==> src/rtl/regfile_write_arbiter.sv <==
// Two-source writeback arbiter for the register file's single write port, with
// per-source holding slots and RAW hazard flags. Define REGARB_FWD_EN for forwarding outputs.
module regfile_write_arbiter #(
    parameter int AW   = 5,
    parameter int DW   = 32,
    parameter int CNTW = 16
) (
    input  logic            clk,
    input  logic            reset,
    input  logic            req0_valid,
    output logic            req0_ready,
    input  logic [AW-1:0]   req0_addr,
    input  logic [DW-1:0]   req0_data,
    input  logic            req1_valid,
    output logic            req1_ready,
    input  logic [AW-1:0]   req1_addr,
    input  logic [DW-1:0]   req1_data,
    output logic [AW-1:0]   Aw,
    output logic [DW-1:0]   Dw,
    output logic            WrEn,
    input  logic [AW-1:0]   Aa,
    input  logic [AW-1:0]   Ab,
    output logic            hazard_a,
    output logic            hazard_b,
    output logic [CNTW-1:0] wr_count
`ifdef REGARB_FWD_EN
    ,
    output logic [DW-1:0]   fwd_a_data,
    output logic [DW-1:0]   fwd_b_data,
    output logic            fwd_a_hit,
    output logic            fwd_b_hit
`endif
);

    logic [1:0]         req_valid;
    logic [1:0]         req_ready;
    logic [1:0]         grant;
    logic [1:0][AW-1:0] req_addr;
    logic [1:0][DW-1:0] req_data;
    logic [1:0]         slot_full_reg;
    logic [1:0][AW-1:0] slot_addr_reg;
    logic [1:0][DW-1:0] slot_data_reg;
    logic               rr_reg;
    logic [1:0][AW-1:0] rd_addr;
    logic [1:0]         rd_match;
`ifdef REGARB_FWD_EN
    logic [1:0][DW-1:0] rd_fwd;
`endif

    assign req_valid = {req1_valid, req0_valid};
    assign req_addr  = {req1_addr, req0_addr};
    assign req_data  = {req1_data, req0_data};
    assign rd_addr   = {Ab, Aa};

    // Equal destinations must retire in program order, so slot0 wins regardless of rr.
    always_comb begin
        grant = 2'b00;
        if (&slot_full_reg) begin
            if ((slot_addr_reg[0] == slot_addr_reg[1]) || !rr_reg) begin
                grant = 2'b01;
            end else begin
                grant = 2'b10;
            end
        end else begin
            grant = slot_full_reg;
        end
    end

    assign req_ready  = ~slot_full_reg | grant;
    assign req0_ready = req_ready[0];
    assign req1_ready = req_ready[1];

    // Writes to r0 are acknowledged but never occupy a slot.
    always_ff @(posedge clk or posedge reset) begin
        if (reset) begin
            slot_full_reg <= '0;
            slot_addr_reg <= '0;
            slot_data_reg <= '0;
        end else begin
            for (int i = 0; i < 2; i++) begin
                if (req_valid[i] && req_ready[i]) begin
                    slot_full_reg[i] <= (req_addr[i] != '0);
                    slot_addr_reg[i] <= req_addr[i];
                    slot_data_reg[i] <= req_data[i];
                end else if (grant[i]) begin
                    slot_full_reg[i] <= 1'b0;
                end
            end
        end
    end

    always_ff @(posedge clk or posedge reset) begin
        if (reset) begin
            Aw       <= '0;
            Dw       <= '0;
            WrEn     <= 1'b0;
            rr_reg   <= 1'b0;
            wr_count <= '0;
        end else begin
            if (|grant) begin
                WrEn <= 1'b1;
                Aw   <= grant[0] ? slot_addr_reg[0] : slot_addr_reg[1];
                Dw   <= grant[0] ? slot_data_reg[0] : slot_data_reg[1];
            end else begin
                WrEn <= 1'b0;
            end
            if (&slot_full_reg) begin
                rr_reg <= grant[0];
            end
            if (WrEn) begin
                wr_count <= wr_count + CNTW'(1);
            end
        end
    end

    genvar gi;
    generate
        for (gi = 0; gi < 2; gi++) begin : g_rd
            logic hit0;
            logic hit1;
            logic hitw;
            assign hit0 = slot_full_reg[0] && (slot_addr_reg[0] == rd_addr[gi]);
            assign hit1 = slot_full_reg[1] && (slot_addr_reg[1] == rd_addr[gi]);
            assign hitw = WrEn && (Aw == rd_addr[gi]);
            assign rd_match[gi] = (rd_addr[gi] != '0) && (hit0 || hit1 || hitw);
`ifdef REGARB_FWD_EN
            // Youngest pending value first: slot1 holds the later-ordered write.
            assign rd_fwd[gi] = hit1 ? slot_data_reg[1] :
                                hit0 ? slot_data_reg[0] : Dw;
`endif
        end
    endgenerate

`ifdef REGARB_FWD_EN
    assign hazard_a   = 1'b0;
    assign hazard_b   = 1'b0;
    assign fwd_a_hit  = rd_match[0];
    assign fwd_b_hit  = rd_match[1];
    assign fwd_a_data = rd_fwd[0];
    assign fwd_b_data = rd_fwd[1];
`else
    assign hazard_a = rd_match[0];
    assign hazard_b = rd_match[1];
`endif

endmodule

==> config.mk <==
export PLATFORM = sky130hd
export DESIGN_NAME = regfile_write_arbiter
export DESIGN_NICKNAME = d
export VERILOG_FILES = /design/src/rtl/regfile_write_arbiter.sv
export SDC_FILE = /design/constraint.sdc
export NUM_CORES = 1
export LEC_CHECK = 0
export CAP_MARGIN = 20
export CORE_MARGIN = 2
export CORE_UTILIZATION = 30
export CTS_CLUSTER_DIAMETER = 100
export DETAILED_ROUTE_END_ITERATION = 8
export PLACE_DENSITY = 0.49
export SYNTH_ARGS = -nofsm -noshare
export SYNTH_HDL_FRONTEND = slang
export SYNTH_SLANG_ARGS = --single-unit
==> constraint.sdc <==
create_clock -name clk -period 6.5 [get_ports clk]
set_clock_uncertainty 0.2 [all_clocks]
set_input_delay 0.65 -clock clk [delete_from_list [all_inputs] [get_ports clk]]
set_output_delay 0.65 -clock clk [all_outputs]
set_load 0.1 [all_outputs]
==> metrics.txt <==
Post-CTS Resized=0; Hold Startpoint=wr_count[15]; maximum fanout along the worst path=26; Tmin final=4430 ps; Register-to-Register Path Depth=4; share of the synthesized area in the top cell type=47.0%; DRC violations left=0; Routed WL=22000 um; Die Height=156 um; Clock Path Buffers=2; number of global-route vias before repair=5765; Post-DP HPWL=13800 um; syn_nets=697; number of CTS-inserted buffers=17; Ys Warns=0; Area Overhead vs Synth=33.5%; number of I/O pins=146; Avg Cell Area, Syn=11.5 um2; Internal=2.93 mW; Synth Cell Area=6980 um2; TritonCTS clock tree=done; Post-Route Setup TNS=0 ps; Post-DRT Antenna Nets=0; post-CTS setup buffer count=0; Final Power=5.68 mW; Placer Congestion=0.743; static leakage=3.79 nW; Synth cell types=44; part of the power in the clock network=17.7%; core area=22700 um2; Slew Limit Headroom=30.6%; Port-buffer cells=145; max reg flops=64; switching share of power=48.4%; net switching power=2.75 mW; H-tree levels=4; largest family of logic cells by synthesized area=compound AO/OA/AOI/OAI gates; drt pass-1 iters=5; post-synthesis simple-gate area fraction=9.94%; Synth Area in Compound Gates=24.1%; clk_lat worst skew=420 ps; FF+latch count, synth=131; CP startpoint kind=register; Synth area leader=dfrtp_1; first-pass GRT wire length=34600 um; Max IR drop VDD=0.328 mV; unrepaired setup endpoints after global routing=no; die footprint=24500 um2; worst reg2reg setup slack=3700 ps; Syn Inst Count=608; Worst EP required=5650 ps; FF-to-FF Start=slot_full_reg[0]; number of hold buffers added after CTS=0; Maximum Capacitance Violations=0; clk root buf=clkbuf_16; Area contributors post-synth=dfrtp_1 47%, mux2_4 6.5%, a221o_1 5.3%; WL/cell=21.4 um; DR vias/cell=5.47; num rows=55; Tightest Pin Transition=1040 ps; final setup vio count=0; Worst Hold Path EP=wr_count[15]; Initial Util=30.7%; pins over their slew limit=0; Gate power share=53.6%; worst endpoint data arrival time=3580 ps; hold_ws=288 ps; clk slew on worst S/H paths=60 ps; gr ovfl total=0; TritonCTS Sinks=131; FF-to-FF End=slot_data_reg[36]; mux contribution to synthesized area=7.75%; final core occ=41.0%; GRT Util Overall=18.6%; layout cell share with drive strength beyond 1=16.3%; Post-Synth XOR/XNOR Area=6.60%; fmax=226 MHz; Seq pwr share=28.7%; crit path capture type=output port; initial drt markers=511; status=complete, no violations; Hold Fails Final Rpt=0; fin crit share=68.2%; DR vias=5628; Final nets=818; Hold Path Class=register to register; Post-Synth Adder-Cell Area=0.179%; largest net degree at the start of global routing=71; fillers=2153; initial antenna violation count=1; hold path cells=1; CP Class=register to output port; sequential-to-total area share from yosys stat=47.0%; cell area power density=609 nW/um2; Die Wd=156 um
[how the worst max path moves through the flow]
stage,end,slack (ps),startpoint
after floorplan,Aw[0],2150,reset
after global placement,hazard_b,2510,Ab[1]
after global routing,req1_ready,1900,slot_addr_reg[5]
after CTS,req1_ready,2050,slot_addr_reg[2]
after detailed placement,req1_ready,2520,slot_addr_reg[2]
final,req1_ready,2070,slot_addr_reg[2]
[cell usage in the layout (no fill, tap or decap), types with 4 or more instances in the layout]
cell type / Yosys / final
clkdlybuf4s50_1: 0 / 145
dfrtp_1: 131 / 130
nand2_1: 48 / 48
nor2b_1: 38 / 38
o21ai_0: 38 / 38
a22o_1: 38 / 38
a22oi_1: 37 / 37
a221o_1: 37 / 37
xor2_1: 32 / 32
mux2_4: 30 / 30
o221a_2: 26 / 26
clkbuf_16: 0 / 17
xnor2_1: 15 / 15
o221a_1: 11 / 11
nor2_1: 10 / 9
mux2_2: 8 / 8
buf_4: 6 / 8
nand3_1: 6 / 6
nor4_1: 6 / 6
and2_1: 5 / 5
nand4_1: 4 / 4
buf_16: 0 / 4
[stage by stage]
stage                     setup slack, ps  area, um2  instances
after detailed placement             2520       8650        993
after global routing                 1900       9310       1027
after floorplan                      2150       6980        608
after CTS                            2050       9260       1025
after global placement               2510       8590        991
final                                2070       9320       1028
[worst max-delay path, stage by stage, from the launching register on]
cell and delay, ps:
dfrtp_1 490, xnor2_2 320, nand3_1 250, o21ai_4 540, buf_4 450, nand2_1 120, clkdlybuf4s50_1 990
[layer usage]
metal	track usage [%]	vias to the layer above	routed length, um
met3	4.26	10	1230
met1	26.0	2859	10500
li1	-	2567	-
met4	4.28	0	143
met2	29.2	192	10200
met5	0	-	0
[cell type report]
| class | count | area, um2 | area share (%) |
|---|---|---|---|
| flip-flops and latches | 131 | 3280 | 35.2 |
| diodes | 1 | 2.50 | 0.0269 |
| well taps | 285 | 357 | 3.83 |
| clock buffers | 20 | 457 | 4.90 |
| repair buffers | 157 | 1620 | 17.4 |
| multi-input cells | 418 | 3420 | 36.7 |
| inverters | 4 | 20.0 | 0.215 |
| clock inverters | 12 | 155 | 1.67 |
[power groups by stage]
stage	logic, mW	registers [mW]	clock network, mW
6_report	3.05	1.63	1.00
5_1_grt	3.23	1.69	1.06
4_1_cts	3.05	1.62	1.02
3_5_place_dp	3.03	1.63	0
3_3_place_gp	2.99	1.62	0
2_1_floorplan	1.41	2.48	0
[kinds of logic (layout without fill, tap and decap cells)]
family,Yosys count,in the layout
AOI/OAI and AO/OA,198,198
xor gates and xnor gates,50,50
adders and majority gates,1,1
buffers and inverters,59,193
DFF,131,131
muxes,38,38
other,0,1
and+or+nand+nor,131,131
[cells in the mapped netlist (all sizes together)]
cell type / n
nor4: 6
mux2: 38
ha: 1
nor2: 10
or4: 3
nand4: 4
and3: 3
nand3: 7
a31oi: 1
nor4b: 1
a21boi: 1
o21ai: 41
buf: 27
xor2: 32
a221o: 37
inv: 4
clkbuf: 28
or4b: 1
a22oi: 37
o21a: 1
a31o: 1
o221a: 37
nor2b: 38
dfrtp: 131
nand2: 48
a21oi: 2
and2: 5
a32oi: 2
a22o: 38
or2: 1
or3: 1
xnor2: 18
nor3: 3
Power figures use the tool's default switching activity.
